**src/rtl/carfield_pkg.sv**
```systemverilog
// Shared types and defaults for the Carfield runtime domain power sequencer.
// Domain index order: periph, safed, secured, pulp, spatz, l2.
package carfield_pkg;

  localparam int unsigned CarfieldNumDomains = 6;
  localparam int unsigned CarfieldDivWidth   = 8;
  localparam int unsigned CarfieldRstDelay   = 16;
  localparam int unsigned CarfieldIsoDelay   = 4;

  // Per-domain clock-divider reset defaults
  localparam logic [CarfieldDivWidth-1:0] CarfieldPeriphDiv  = CarfieldDivWidth'(1);
  localparam logic [CarfieldDivWidth-1:0] CarfieldSafedDiv   = CarfieldDivWidth'(1);
  localparam logic [CarfieldDivWidth-1:0] CarfieldSecuredDiv = CarfieldDivWidth'(1);
  localparam logic [CarfieldDivWidth-1:0] CarfieldPulpDiv    = CarfieldDivWidth'(1);
  localparam logic [CarfieldDivWidth-1:0] CarfieldSpatzDiv   = CarfieldDivWidth'(1);
  localparam logic [CarfieldDivWidth-1:0] CarfieldL2Div      = CarfieldDivWidth'(1);

  localparam logic [CarfieldNumDomains-1:0][CarfieldDivWidth-1:0] CarfieldDefaultDiv = {
    CarfieldL2Div, CarfieldSpatzDiv, CarfieldPulpDiv,
    CarfieldSecuredDiv, CarfieldSafedDiv, CarfieldPeriphDiv
  };

  typedef enum logic [2:0] {
    OFF,
    CLK_UP,
    RST_REL,
    ON,
    ISO_ON,
    RST_ASSERT
  } carfield_dom_state_e;

  typedef struct packed {
    logic clk_en;
    logic rst_n;
    logic iso;
    logic on;
    logic busy;
  } carfield_dom_out_t;

  // Output pattern a domain presents while sitting in a given state
  function automatic carfield_dom_out_t dom_outputs(input carfield_dom_state_e s);
    carfield_dom_out_t o;
    o = '{clk_en: 1'b0, rst_n: 1'b0, iso: 1'b1, on: 1'b0, busy: 1'b0};
    case (s)
      CLK_UP, RST_ASSERT: o = '{clk_en: 1'b1, rst_n: 1'b0, iso: 1'b1, on: 1'b0, busy: 1'b1};
      RST_REL, ISO_ON:    o = '{clk_en: 1'b1, rst_n: 1'b1, iso: 1'b1, on: 1'b0, busy: 1'b1};
      ON:                 o = '{clk_en: 1'b1, rst_n: 1'b1, iso: 1'b0, on: 1'b1, busy: 1'b0};
      default:            ;
    endcase
    return o;
  endfunction

endpackage

```
**src/rtl/carfield_domain_fsm.sv**
```systemverilog
// Single-domain power sequencer: clock enable, reset and isolation ordering,
// plus the domain's clock-divider register with a zero-write error flag.
module carfield_domain_fsm
  import carfield_pkg::*;
#(
  parameter int unsigned          DivWidth   = CarfieldDivWidth,
  parameter int unsigned          RstDelay   = CarfieldRstDelay,
  parameter int unsigned          IsoDelay   = CarfieldIsoDelay,
  parameter logic [DivWidth-1:0]  DefaultDiv = DivWidth'(1)
) (
  input  logic                clk_i,
  input  logic                rst_i,
  input  logic                req_on_i,
  input  logic                req_off_i,
  input  logic                div_valid_i,
  input  logic [DivWidth-1:0] div_value_i,
  output logic                div_ready_o,
  output logic [DivWidth-1:0] div_value_o,
  output logic                clk_en_o,
  output logic                domain_rst_no,
  output logic                iso_o,
  output logic                on_o,
  output logic                busy_o,
  output logic                err_o
);

  localparam int unsigned   MaxDelay = (RstDelay > IsoDelay) ? RstDelay : IsoDelay;
  localparam int unsigned   CntW     = $clog2(MaxDelay + 1);
  localparam logic [CntW-1:0] RstLoad = CntW'(RstDelay - 1);
  localparam logic [CntW-1:0] IsoLoad = CntW'(IsoDelay - 1);

  if (RstDelay == 0) begin : g_bad_rst_delay
    $error("RstDelay must be at least 1");
  end
  if (IsoDelay == 0) begin : g_bad_iso_delay
    $error("IsoDelay must be at least 1");
  end
  if (DefaultDiv == '0) begin : g_bad_default_div
    $error("DefaultDiv entries must be nonzero");
  end

  carfield_dom_state_e state;
  logic [CntW-1:0]     cnt;
  carfield_dom_out_t   outs;
  logic [DivWidth-1:0] div_q;
  logic                err_q;

  // The divider may only be rewritten while the domain clock is stopped
  assign div_ready_o = (state == OFF);

  always_ff @(posedge clk_i) begin
    if (rst_i) begin
      state <= OFF;
      cnt   <= '0;
      outs  <= dom_outputs(OFF);
      div_q <= DefaultDiv;
      err_q <= 1'b0;
    end else begin
      if (div_valid_i && div_ready_o) begin
        if (div_value_i != '0) begin
          div_q <= div_value_i;
          err_q <= 1'b0;
        end else begin
          err_q <= 1'b1;
        end
      end

      // Requests outside OFF/ON are dropped; timed states just count down
      case (state)
        OFF: begin
          if (req_on_i && !req_off_i) begin
            state <= CLK_UP;
            cnt   <= RstLoad;
            outs  <= dom_outputs(CLK_UP);
          end
        end
        CLK_UP: begin
          if (cnt == '0) begin
            state <= RST_REL;
            cnt   <= IsoLoad;
            outs  <= dom_outputs(RST_REL);
          end else begin
            cnt <= cnt - CntW'(1);
          end
        end
        RST_REL: begin
          if (cnt == '0) begin
            state <= ON;
            outs  <= dom_outputs(ON);
          end else begin
            cnt <= cnt - CntW'(1);
          end
        end
        ON: begin
          if (req_off_i) begin
            state <= ISO_ON;
            cnt   <= IsoLoad;
            outs  <= dom_outputs(ISO_ON);
          end
        end
        ISO_ON: begin
          if (cnt == '0) begin
            state <= RST_ASSERT;
            cnt   <= RstLoad;
            outs  <= dom_outputs(RST_ASSERT);
          end else begin
            cnt <= cnt - CntW'(1);
          end
        end
        RST_ASSERT: begin
          if (cnt == '0) begin
            state <= OFF;
            outs  <= dom_outputs(OFF);
          end else begin
            cnt <= cnt - CntW'(1);
          end
        end
        default: begin
          state <= OFF;
          cnt   <= '0;
          outs  <= dom_outputs(OFF);
        end
      endcase
    end
  end

  assign div_value_o   = div_q;
  assign err_o         = err_q;
  assign clk_en_o      = outs.clk_en;
  assign domain_rst_no = outs.rst_n;
  assign iso_o         = outs.iso;
  assign on_o          = outs.on;
  assign busy_o        = outs.busy;

endmodule

```
**src/rtl/carfield_domain_seq.sv**
```systemverilog
// Runtime power-up/power-down sequencer for all Carfield clock domains:
// one independent domain FSM per domain, packed onto flat SoC-facing ports.
module carfield_domain_seq
  import carfield_pkg::*;
#(
  parameter int unsigned NumDomains = CarfieldNumDomains,
  parameter int unsigned DivWidth   = CarfieldDivWidth,
  parameter int unsigned RstDelay   = CarfieldRstDelay,
  parameter int unsigned IsoDelay   = CarfieldIsoDelay,
  parameter logic [NumDomains-1:0][DivWidth-1:0] DefaultDiv = CarfieldDefaultDiv
) (
  input  logic                           clk_i,
  input  logic                           rst_i,
  input  logic [NumDomains-1:0]          req_on_i,
  input  logic [NumDomains-1:0]          req_off_i,
  input  logic [NumDomains-1:0]          div_valid_i,
  input  logic [NumDomains*DivWidth-1:0] div_value_i,
  output logic [NumDomains-1:0]          div_ready_o,
  output logic [NumDomains*DivWidth-1:0] div_value_o,
  output logic [NumDomains-1:0]          clk_en_o,
  output logic [NumDomains-1:0]          domain_rst_no,
  output logic [NumDomains-1:0]          iso_o,
  output logic [NumDomains-1:0]          on_o,
  output logic [NumDomains-1:0]          busy_o,
  output logic [NumDomains-1:0]          err_o
);

  for (genvar i = 0; i < NumDomains; i++) begin : g_dom
    carfield_domain_fsm #(
      .DivWidth   (DivWidth),
      .RstDelay   (RstDelay),
      .IsoDelay   (IsoDelay),
      .DefaultDiv (DefaultDiv[i])
    ) u_fsm (
      .clk_i         (clk_i),
      .rst_i         (rst_i),
      .req_on_i      (req_on_i[i]),
      .req_off_i     (req_off_i[i]),
      .div_valid_i   (div_valid_i[i]),
      .div_value_i   (div_value_i[i*DivWidth +: DivWidth]),
      .div_ready_o   (div_ready_o[i]),
      .div_value_o   (div_value_o[i*DivWidth +: DivWidth]),
      .clk_en_o      (clk_en_o[i]),
      .domain_rst_no (domain_rst_no[i]),
      .iso_o         (iso_o[i]),
      .on_o          (on_o[i]),
      .busy_o        (busy_o[i]),
      .err_o         (err_o[i])
    );
  end

endmodule

```
**config.mk**
```make
export PLATFORM = sky130hd
export DESIGN_NAME = carfield_domain_seq
export DESIGN_NICKNAME = d
export VERILOG_FILES = /design/src/rtl/carfield_pkg.sv /design/src/rtl/carfield_domain_fsm.sv /design/src/rtl/carfield_domain_seq.sv
export SDC_FILE = /design/constraint.sdc
export NUM_CORES = 1
export LEC_CHECK = 0
export CAP_MARGIN = 20
export CORE_MARGIN = 1
export CORE_UTILIZATION = 40
export CTS_CLUSTER_DIAMETER = 120
export DETAILED_ROUTE_END_ITERATION = 10
export GPL_ROUTABILITY_DRIVEN = 0
export PLACE_DENSITY = 0.65
export SYNTH_ARGS = -nofsm -noshare
export SYNTH_HDL_FRONTEND = slang
export SYNTH_HIERARCHICAL = 1
export SYNTH_SLANG_ARGS = --single-unit
```
**constraint.sdc**
```tcl
create_clock -name clk_i -period 2.7 [get_ports clk_i]
set_input_delay 0.54 -clock clk_i [delete_from_list [all_inputs] [get_ports clk_i]]
set_output_delay 0.54 -clock clk_i [all_outputs]
set_load 0.005 [all_outputs]
```
==> Word-level counts from Yosys, hierarchy flattened <==
Cells that the tools add are included.
{ "totals": {"out_inout_bits": 90, "in_bits": 68, "wordCells": 318, "ff_bits": 132} }
{ "classes": {"n_eq_ne": 72, "addsub": 6, "muxes": 126, "reduce_logical": 60} }
{ "ops": {"columns": ["cell", "count"], "rows": [
  ["$mux 5", 66],
  ["$pmux 5 s6", 6],
  ["$pmux 5 s5", 6],
  ["$mux 3", 36],
  ["$pmux 3 s6", 6],
  ["$ne 2x1->1 const B", 24],
  ["$reduce_bool 8->1", 6],
  ["$eq 3x2->1 const B", 12],
  ["$eq 3x3->1 const B", 12],
  ["$ne 2x2->1 const B", 18],
  ["$reduce_and 6->1", 6],
  ["$logic_not 5->1", 6],
  ["$sub 5x1->5 const B", 6],
  ["$eq 3x1->1 const B", 6],
  ["$logic_not 3->1", 6],
  ["$reduce_and 3->1", 6],
  ["$logic_and 1x1->1", 12],
  ["$reduce_and 2->1", 6],
  ["$reduce_or 2->1", 6],
  ["$logic_not 1->1", 6],
  ["$mux 1", 6]
]} }

==> Logic depth before layout (Yosys ltp) <==
Gate-level depths: netlist of the first run.
{ "logic_depth": {"depth_word": 4, "mapped_depth": 8, "ltp_nobuf": 7} }

==> Modules after synthesis <==
Netlist of the first run, hierarchy kept.
{ "by_module_without_submodules": {"columns": ["mod", "seq_area_each_um2", "area_each_um2", "n_inst", "cells_per_inst"], "rows": [
  ["carfield_domain_fsm at g_dom[2].u_fsm ...", 440.4, 1221.2, 4, 140],
  ["carfield_domain_fsm at g_dom[0].u_fsm ...", 440.4, 1258.7, 2, 140]
]} }

==> Worst setup path after synthesis of the first run <==
No wires, ideal clock.
{ "synth_path": {"path_type": "register to register", "from": "register g_dom[0].u_fsm.cnt[0]", "to": "register g_dom[0].u_fsm.state[0]", "setup_slack_ns": 0.851, "required_time_ns": 2.634, "synth_period_minus_slack_ns": 1.849, "setup_ns": 0.066, "stages_incl_launch_ff": 9, "t_arrival_ns": 1.783, "path_buffers": 1, "cell_sequence": "dfxtp_1 inv_1 ha_1 or4b_4 buf_6 nand3b_2 o21ai_4 a211o_1 a21oi_2"} }
{ "synth_between": {"elab_chain_len": 3, "word_cells_on_any_way": 6, "classes_between": "eq/ne (4); reduce/logical (2)"} }
{ "synth_lines": {"columns": ["item", "line", "text"], "rows": [
  ["start, declared", "carfield_domain_fsm.sv:43", "logic [CntW-1:0] cnt;"],
  ["start signal, assigned", "carfield_domain_fsm.sv:73", "cnt <= RstLoad;"],
  ["start signal, assigned", "carfield_domain_fsm.sv:80", "cnt <= IsoLoad;"],
  ["start signal, assigned", "carfield_domain_fsm.sv:83", "cnt <= cnt - CntW'(1);"],
  ["$logic_not 5->1 (*)", null, null],
  ["$ne 2x1->1 (no source line)", null, null],
  ["$reduce_and 6->1 (no source line) (*)", null, null],
  ["end signal, assigned", "carfield_domain_fsm.sv:79", "state <= RST_REL;"],
  ["end signal, assigned", "carfield_domain_fsm.sv:88", "state <= ON;"],
  ["end signal, assigned", "carfield_domain_fsm.sv:103", "state <= RST_ASSERT;"],
  ["end, declared", "carfield_domain_fsm.sv:42", "carfield_dom_state_e state;"]
]} }
Mark *: on every way between the ends. The rest lies on a longest branch, timed or not.
A chain may end at the register's enable or synchronous reset.

==> Worst setup path in the final report of the first run <==
{ "layout_path": {"from": "register g_dom[5].u_fsm.state[2]", "to": "output div_ready_o[5]"} }
{ "layout_between": {"elab_chain_len": 1} }
{ "layout_lines": {"columns": ["item", "line", "text"], "rows": [
  ["start, declared", "carfield_domain_fsm.sv:42", null],
  ["start signal, assigned", "carfield_domain_fsm.sv:53", "state <= OFF;"],
  ["start signal, assigned", "carfield_domain_fsm.sv:72", "state <= CLK_UP;"],
  ["start signal, assigned", "carfield_domain_fsm.sv:79", null],
  ["$logic_not 3->1", "carfield_domain_fsm.sv:49", "assign div_ready_o = (state == OFF);"],
  ["end, declared", "carfield_domain_seq.sv:18", "output logic [NumDomains-1:0] div_ready_o,"]
]} }
No other way between the ends.

==> run metrics, run 1 <==
status complete, no violations; Crit. End Element primary output; peak fanout along the critical path 23; row count 49; Sink Count between 100 and 150; number of synthesized flops with an enable pin 0; CP Data Arrival Time 1.93 ns; Required @ worst endpoint between 2 and 2.5 ns; Longest Clk Path Bufs 2; DIE AREA between 15000 and 20000 um2; worst rel slew slack 47.3%; final setup skew about 0.008 ns; IO Count about 160; Worst Max-Slew Pin Slew 0.789 ns; DR WL/cell between 10 and 15 um; met3 usage roughly 4.7%; met2 Resource Use GR between 20% and 30%; first-pass GRT wire length 29600 um; fraction of layout cells with a size suffix above 1 between 10% and 20%; fillers 1685; Crit path largest cell delay ~0.57 ns; CTS tree yes; area grow syn2layout 29.6%; HPWL after DPL about 12000 um; Final Hold Slack roughly 0.45 ns; port bufs roughly 160; sequential fraction of the synthesis area between 30% and 40%; core area ~18000 um2; worst skew pair latency roughly 0.41 ns; critical-path cell list nor3_4, clkdlybuf4s50_1; setup tns final 0 ns; power density cells roughly 1100 nW/um2; Remaining Overflow, GRT 0; DRT antenna net count 0; initial antenna violation count 0; CTS resizes 0; Peak Freq about 400 MHz; Clock Pin Slew Worst Setup and Hold Paths approximately 0.060 ns; Hold WC Path Type register to register; Startpoint Class register; Root Buffer clkbuf_16; Via Count 6484; final wirelength 17300 um; post-route insts no fill 1220; Final Cell Area between 9000 and 10000 um2; largest net degree at the start of global routing 39; Synth Net Count about 910; vias in the first global route just over 6000; via/cell ratio 5.31; Top FF cell, synth dfxtp_1; critical path type register to primary output; Tcrit/Tclk final around nine tenths; gr busiest metal met2; Global Route met1 Usage roughly 24%; Max stage delay cell, worst path clkdlybuf4s50_1; asr flop ratio synth 0%; Slew Viols, Final 0; Ys Warns 6; Final Hold Fails 0; initial DRC count 265; CTS Hold Buffers Added 0; Overall Global Routing Usage 18.3%; placed cell count about 1200; Initial Util around two fifths; TritonCTS Buffers 17; min Tclk post-route 2.47 ns; nets between 1000 and 1500; leak pwr about 3.6 nW; Die X around 140 um; endpoints failing setup 0; Post-CTS Setup Inserts 0; Max Cap Violations 0; RSZ-0062 raised after global routing no; H-Tree Depth 4; DRC viols 0; post-synthesis cell count between 800 and 900; Worst IR Drop VDD around 0.60 mV; antenna diode count 0; placed cell area between 9000 and 10000 um2; Syn Std Cell Area between 7000 and 8000 um2; synthesized flop and latch total approximately 130; die height between 100 and 150 um; DR pass1 iterations 4; Netlist cell types 63; Synth Area per Inst a little under 9 um2
-- sequential cells by signal (all words and copies together) (netlist names) --
| register | flops |
|---|---|
| g_dom.u_fsm/busy_o | 6 |
| g_dom.u_fsm/clk_en_o | 6 |
| g_dom.u_fsm/cnt | 30 |
| g_dom.u_fsm/div_value_o | 48 |
| g_dom.u_fsm/domain_rst_no | 6 |
| g_dom.u_fsm/err_o | 6 |
| g_dom.u_fsm/iso_o | 6 |
| g_dom.u_fsm/on_o | 6 |
| g_dom.u_fsm/state | 18 |
-- placed cells by master, fill, tap and decap left out, types with 6 or more instances in the layout --
cell type | Yosys | routed
a211o_1 | 10 | 10
a21boi_0 | 6 | 6
a21oi_1 | 52 | 52
a2bb2oi_2 | 6 | 6
a31oi_1 | 8 | 8
a32oi_1 | 6 | 6
and3_1 | 6 | 6
buf_4 | 8 | 18
clkbuf_16 | 0 | 17
clkdlybuf4s50_1 | 0 | 156
dfxtp_1 | 132 | 132
ha_1 | 6 | 6
inv_1 | 16 | 16
mux2i_1 | 62 | 62
nand2_1 | 82 | 82
nand2b_1 | 14 | 14
nand3_1 | 30 | 30
nand3b_1 | 16 | 16
nor2_1 | 106 | 106
nor2b_1 | 14 | 14
nor3_1 | 24 | 24
nor3_4 | 6 | 6
nor4_1 | 16 | 16
o21ai_0 | 40 | 40
o221ai_1 | 6 | 6
o32ai_1 | 6 | 6
or4b_4 | 6 | 6
xnor2_1 | 12 | 12
-- path summary, 6_finish.rpt --
kind                            from                       to  slack (ns)  depth (start not counted)
max reg2reg    g_dom[5].u_fsm/cnt[0]  g_dom[5].u_fsm/state[0]        0.58                          6
min reg2reg    g_dom[2].u_fsm/busy_o    g_dom[2].u_fsm/busy_o        0.45                          2
max          g_dom[5].u_fsm/state[2]           div_ready_o[5]        0.23                          2
min            g_dom[2].u_fsm/busy_o    g_dom[2].u_fsm/busy_o        0.45                          2
-- cells by family (layout without fill, tap and decap cells) --
kind of cell | after synthesis | in the layout | share of synthesized area (%)
flip-flops | 132 | 132 | 35.7
AO/OA/AOI/OAI | 200 | 200 | 20.7
adder cells (fa/ha/maj) | 6 | 6 | 1.01
XOR/XNOR | 14 | 14 | 1.66
buffers and inverters | 70 | 221 | 6.15
multiplexers | 62 | 62 | 8.38
AND/OR/NAND/NOR | 356 | 356 | 26.4
-- layer usage --
| metal | share of wire, % | wire length (um) | vias up |
|---|---|---|---|
| met4 | 0.64 | 110 | 0 |
| met3 | 3.9 | 678 | 8 |
| li1 | - | - | 3312 |
| met5 | 0 | 0 | - |
| met1 | 47 | 8190 | 3050 |
| met2 | 48 | 8310 | 114 |
-- critical path, delay by kind of cell (launching register included) --
family | cells | cell delay, ns
buffers and inverters | 1 | 0.57
flip-flops | 1 | 0.56
AND/OR/NAND/NOR | 1 | 0.39
-- synthesized netlist by cell type (8+ instances only) --
cell / number / area (um2)
a31oi_1: 8 / 50.1
buf_4: 8 / 60.1
o21ai_0: 40 / 200
nor3_1: 24 / 120
nand3_1: 30 / 150
nand2_1: 82 / 308
nor4_1: 16 / 100
a211o_1: 10 / 87.6
a21oi_1: 52 / 260
dfxtp_1: 132 / 2640
nor2_1: 106 / 398
nor2b_1: 14 / 87.6
inv_1: 16 / 60.1
buf_6: 10 / 113
clkbuf_1: 18 / 67.6
xnor2_1: 12 / 105
clkbuf_8: 8 / 110
nand3b_1: 16 / 120
mux2i_1: 62 / 621
nand2b_1: 14 / 87.6
-- area by class of cell --
type	count	area, um2	area share, %
clock inverter	10	134	1.40
multi-input combinational	638	4300	44.9
clock buffer	20	447	4.66
timing repair buffer	175	1720	17.9
inverter	16	60.1	0.626
sequential	132	2640	27.6
tap	229	287	2.99
-- power by group --
group,leakage [nW],total [mW],switching [mW],internal [mW]
clock,0.281,2.32,0.857,1.46
combinational,2.21,4.98,2.46,2.52
sequential,1.09,3.12,0.663,2.46
-- through the flow --
| stage | setup WS [ns] | util [%] | power, mW |
|---|---|---|---|
| after floorplan | 0.851 | - | 6.84 |
| after global placement | 0.416 | 50.0 | 8.09 |
| after detailed placement | 0.369 | 50.0 | 8.14 |
| after CTS | 0.204 | 53.2 | 10.5 |
| after global routing | 0.0948 | 53.2 | 11.2 |
| final | 0.232 | 53.2 | 10.4 |
(Power assumes the default switching activity.)
==> inputs of run 2 (changes only) <==
--- a/config.mk
+++ b/config.mk
@@ -6,6 +6,7 @@
 export NUM_CORES = 1
 export LEC_CHECK = 0
 export CAP_MARGIN = 20
+export CORE_ASPECT_RATIO = 0.75
 export CORE_MARGIN = 1
 export CORE_UTILIZATION = 40
 export CTS_CLUSTER_DIAMETER = 120
==> constraint.sdc (replaced) <==
create_clock -name clk_i -period 2.7 [get_ports clk_i]
set_input_delay 0.54 -clock clk_i [delete_from_list [all_inputs] [get_ports clk_i]]
set_output_delay 0.54 -clock clk_i [all_outputs]
set_load 0.05 [all_outputs]
==> run 2 against run 1 <==
Count of clock-buffer cells in the layout fell by 2. Clock skew rose by 0.0020 ns. Clock power rose by 8%. First-iteration DRC count up 45%. Fmax is 1.0% lower. Hold slack improved by 0.00067 ns. Die area about the same. Flip-flop and latch count did not move. Critical path depth unchanged. Non-clock buffer count increased by 10.
==> run metrics, run 2 (synthesized netlist as in run 1, its figures left out) <==
final wirelength 17300 um (about the same); Design Power 11.9 mW (was 10.4 mW); DR pass1 iterations 4 (unchanged); vias in the first global route 5982 (was 6060); nets 1064 (was 1054); Clock Pin Slew Worst Setup and Hold Paths 0.06 ns (about the same); Hold WC Path Type register to register (unchanged); port bufs 157 (unchanged); Max Cap Violations 0 (unchanged); Tcrit/Tclk final 92.3% (was 91.4%); endpoints failing setup 0 (unchanged); Final Hold Fails 0 (unchanged); TritonCTS Buffers 17 (unchanged); worst skew pair latency 0.41 ns (about the same); Required @ worst endpoint 2.16 ns (about the same); Worst Reg-to-Reg Cells 7 (was 6); reg-to-reg slack, setup 0.57 ns (was 0.58 ns); RSZ-0062 raised after global routing no (unchanged); status complete, no violations (unchanged); DRC viols 0 (unchanged); Longest Clk Path Bufs 2 (unchanged); Worst Max-Slew Pin Slew 0.682 ns (was 0.789 ns); Final Cell Area 9740 um2 (was 9590 um2); Peak Freq 401 MHz (was 405 MHz); Die X 159 um (was 138 um); commonest non-fill, non-tap cell in the layout clkdlybuf4s50_1 (unchanged); CTS resizes 0 (unchanged); core area 17900 um2 (was 18000 um2); CP Data Arrival Time 1.95 ns (was 1.93 ns); DIE AREA 19100 um2 (about the same); antenna diode count 0 (unchanged); Post-Place Setup Slack 0.378 ns (was 0.369 ns); Post-CTS Setup Inserts 0 (unchanged); via/cell ratio 5.26 (was 5.31); placed cell area 9100 um2 (was 9010 um2); Sink Count 132 (unchanged); critical path type register to primary output (unchanged); Setup WS post-layout 0.207 ns (was 0.232 ns); fillers 1675 (was 1685); Core Util, Final 54.5% (was 53.2%); Overall Global Routing Usage 18.4% (was 18.3%); Startpoint Class register (unchanged); Slew Viols, Final 0 (unchanged); largest net degree at the start of global routing 48 (was 39); area grow syn2layout 31.6% (was 29.6%); HPWL after DPL 11900 um (was 12100 um); Worst IR Drop VDD 0.651 mV (was 0.597 mV); Root Buffer clkbuf_16 (unchanged); IO Count 158 (unchanged); peak fanout along the critical path 5 (was 23); Initial Util 41.4% (was 41.1%); Crit. End Element primary output (unchanged); first-pass GRT wire length 29200 um (was 29600 um); row count 42 (was 49); DR WL/cell 13.9 um (was 14.2 um); final setup skew 0.0100 ns (was 0.00799 ns); CTS Hold Buffers Added 0 (unchanged); setup tns final 0 ns (unchanged); initial antenna violation count 0 (unchanged); worst rel slew slack 54.3% (was 47.3%); most frequent cells in the layout clkdlybuf4s50_1, dfxtp_1, nor2_1 (unchanged); min Tclk post-route 2.49 ns (was 2.47 ns); Remaining Overflow, GRT 0 (unchanged); max reg flops 48 (unchanged); Via Count 6546 (was 6484); power density cells 1220 nW/um2 (was 1090 nW/um2); initial DRC count 385 (was 265); die height 120 um (was 138 um); DRT antenna net count 0 (unchanged); CTS tree yes (unchanged); leak pwr 3.65 nW (was 3.58 nW); H-Tree Depth 4 (unchanged); Worst Hold Depth 2 (unchanged); fraction of layout cells with a size suffix above 1 12.5% (was 11.2%)
-- run 2: cell types whose count changed in the layout (fill, tap and decap cells not counted) --
cell        delta
buf_4         +10
clkinv_2       -3
inv_6          +3
clkbuf_1       -2
clkinv_4       +2
bufinv_16      +1
clkinvlp_4     +1
-- run 2: power by group --
| part | leakage (nW) | internal (mW) | switching (mW) |
|---|---|---|---|
| Clock | 0.304 | 1.58 | 0.918 |
| Combinational | 2.26 | 2.61 | 3.85 |
| Sequential | 1.09 | 2.46 | 0.438 |
-- run 2: worst paths after layout --
check,from,end
worst max-delay path,g_dom[4].u_fsm/state[0],div_ready_o[4]
worst min-delay path,g_dom[4].u_fsm/busy_o,g_dom[4].u_fsm/busy_o
worst max register to register,g_dom[1].u_fsm/cnt[0],g_dom[1].u_fsm/cnt[4]
worst min register to register,g_dom[4].u_fsm/busy_o,g_dom[4].u_fsm/busy_o
-- run 2: stage by stage --
step	hold WS [ns]	std cells
3_5_place_dp	0.446	1213
6_report	0.454	1245
5_1_grt	0.482	1245
3_3_place_gp	0.438	1213
4_1_cts	0.456	1245
2_1_floorplan	0.465	840
-- run 2: critical path, stage by stage (launching register included) --
cell and delay (ns):
dfxtp_1 0.34, nor3_4 0.33, clkdlybuf4s50_1 0.87
-- run 2: per-layer routing --
layer  global-route usage, %  wire length [um]  vias up
met5                       0                 0        -
met4                    4.99               106        0
met3                    4.84               977       10
met2                    26.3              7230      162
met1                    26.9              8970     3043
li1                        -                 -     3331
-- run 2: cell type report --
type	count	area, um2	area share (%)
Multi-Input combinational cell	638	4300	44.2
Sequential cell	132	2640	27.1
Timing Repair Buffer	185	1790	18.4
Clock buffer	18	439	4.51
Tap cell	242	303	3.11
Clock inverter	14	200	2.06
Inverter	16	60.1	0.617
==> inputs of run 3 (changes only) <==
==> constraint.sdc (replaced) <==
create_clock -name clk_i -period 3.1 [get_ports clk_i]
set_input_delay 0.62 -clock clk_i [delete_from_list [all_inputs] [get_ports clk_i]]
set_output_delay 0.62 -clock clk_i [all_outputs]
set_load 0.05 [all_outputs]
==> run 3 against run 2 <==
Global-route usage shrank 0.26 points. Count of clock-buffer cells in the layout shrank 1. Combinational power is 18% lower. Final cell count down 1.1%. Critical endpoint is now div_ready_o[3]. Highest routed layer unchanged.
==> run metrics, run 3 (synthesized netlist as in run 1, its figures left out) <==
status complete, no violations (unchanged); sw power 4.45 mW (was 5.20 mW); Longest Clk Path Bufs 2 (unchanged); Clk pwr share 20.2% (was 21.1%); met2 Resource Use GR 26.2% (was 26.3%); critical-path cell list nor3_4, clkdlybuf4s50_1 (unchanged); DRT antenna net count 0 (unchanged); Peak Freq 352 MHz; Worst IR Drop VDD 0.776 mV (was 0.651 mV); DIE AREA 19100 um2 (unchanged); Reg power frac 26.8% (was 24.4%); Hold WC Path Type register to register (unchanged); initial antenna violation count 0 (unchanged); antenna diode count 0 (unchanged); gr busiest metal met1 (unchanged); CTS tree yes (unchanged); Initial Util 41.4% (unchanged); Global Route met1 Usage 26.3% (was 26.9%); port bufs 157 (unchanged); fraction of layout cells with a size suffix above 1 11.2% (was 12.5%); final wirelength 17100 um (was 17300 um); Design Power 10.0 mW (was 11.9 mW); reg-to-reg slack, setup 0.98 ns (was 0.57 ns); worst skew pair latency 0.42 ns (was 0.41 ns); Final Hold Fails 0 (unchanged); Startpoint Class register (unchanged); TritonCTS Buffers 17 (unchanged); row count 42 (unchanged); Die X 159 um (unchanged); commonest non-fill, non-tap cell in the layout clkdlybuf4s50_1 (unchanged); Logic pwr share 53.0% (was 54.5%); leak pwr 3.56 nW (was 3.65 nW); Overall Global Routing Usage 18.1% (was 18.4%); Slew Viols, Final 0 (unchanged); Sw Share 44.4% (was 43.9%); CTS Hold Buffers Added 0 (unchanged); RSZ-0062 raised after global routing no (unchanged); CTS resizes 0 (unchanged); Pint 5.56 mW (was 6.65 mW); first-pass GRT wire length 29000 um (was 29200 um); Max Cap Violations 0 (unchanged); H-Tree Depth 4 (unchanged); buffer and inverter count on the worst path 1 (unchanged); via/cell ratio 5.26 (about the same); met3 usage 5.53% (was 4.84%); setup tns final 0 ns (unchanged); worst rel slew slack 44.7% (was 54.3%); die height 120 um (unchanged); Remaining Overflow, GRT 0 (unchanged); Max stage delay cell, worst path clkdlybuf4s50_1 (unchanged); Crit path largest cell delay 0.87 ns (about the same); Tcrit/Tclk final 91.5%; fillers 1666 (was 1675); DRC viols 0 (unchanged); max reg flops 48 (unchanged); Root Buffer clkbuf_16 (unchanged); Crit. End Element primary output (unchanged); final setup skew 0.00636 ns (was 0.0100 ns); Sink Count 132 (unchanged); vias in the first global route 5973 (was 5982); min Tclk post-route 2.84 ns; initial DRC count 370 (was 385); HPWL after DPL 11700 um (was 11900 um); endpoints failing setup 0 (unchanged); Clock Pin Slew Worst Setup and Hold Paths 0.06 ns (about the same); power density cells 1040 nW/um2 (was 1220 nW/um2); CP Data Arrival Time 2.22 ns (was 1.95 ns); DR pass1 iterations 5 (was 4); DR WL/cell 13.9 um (about the same); Via Count 6480 (was 6546); area grow syn2layout 29.4% (was 31.6%); largest net degree at the start of global routing 74 (was 48); peak fanout along the critical path 19 (was 5); cell family with most CP delay buffers and inverters (unchanged); critical path type register to primary output (unchanged); most frequent cells in the layout clkdlybuf4s50_1, dfxtp_1, nor2_1 (unchanged); core area 17900 um2 (unchanged); Worst Max-Slew Pin Slew 0.829 ns (was 0.682 ns); Required @ worst endpoint 2.48 ns (was 2.16 ns); IO Count 158 (unchanged); Post-CTS Setup Inserts 0 (unchanged); nets 1051 (was 1064)
## run 3: cell type report
| class | instances | area [um2] | share of cell area [%] |
|---|---|---|---|
| Clock buffer | 17 | 425 | 4.44 |
| Clock inverter | 14 | 164 | 1.71 |
| Inverter | 16 | 60.1 | 0.627 |
| Multi-Input combinational cell | 638 | 4300 | 44.9 |
| Sequential cell | 132 | 2640 | 27.6 |
| Tap cell | 242 | 303 | 3.16 |
| Timing Repair Buffer | 172 | 1680 | 17.6 |
## run 3: power groups by stage
| stage | Combinational (mW) | Sequential [mW] | Clock, mW |
|---|---|---|---|
| 6_report | 5.31 | 2.68 | 2.02 |
| 5_1_grt | 5.76 | 2.76 | 2.15 |
| 4_1_cts | 5.32 | 2.67 | 2.08 |
| 3_5_place_dp | 5.29 | 2.70 | 0 |
| 3_3_place_gp | 5.28 | 2.70 | 0 |
| 2_1_floorplan | 3.65 | 3.27 | 0 |
## run 3: path summary, 6_finish.rpt
path,to,startpoint,cells past startpoint
min,g_dom[4].u_fsm/busy_o,g_dom[4].u_fsm/busy_o,2
max reg2reg,g_dom[0].u_fsm/cnt[4],g_dom[0].u_fsm/cnt[0],7
min reg2reg,g_dom[4].u_fsm/busy_o,g_dom[4].u_fsm/busy_o,2
max,div_ready_o[3],g_dom[3].u_fsm/state[0],2
## run 3: layer usage
| layer | share of wire (%) | up-vias |
|---|---|---|
| met3 | 6.1 | 11 |
| li1 | - | 3310 |
| met1 | 51 | 2988 |
| met4 | 0.48 | 0 |
| met2 | 42 | 171 |
| met5 | 0 | - |
## run 3: worst reg2reg max path, cell delays in order (launching register included)
cell and delay [ns]:
dfxtp_1 0.33, inv_1 0.14, ha_1 0.24, nor4b_2 0.59, nand2_1 0.17, a21boi_0 0.17, o21ai_0 0.13, a221oi_1 0.26
## run 3: metrics by stage
stage	worst slack (ns)	instance area [um2]	utilization (%)	hold slack, ns	cells
2_1_floorplan	1.22	7400	-	0.465	840
3_3_place_gp	0.716	8990	50.3	0.444	1200
3_5_place_dp	0.666	8990	50.3	0.446	1200
4_1_cts	0.231	9580	53.6	0.456	1231
5_1_grt	0.151	9580	53.6	0.477	1231
6_report	0.262	9580	53.6	0.459	1231
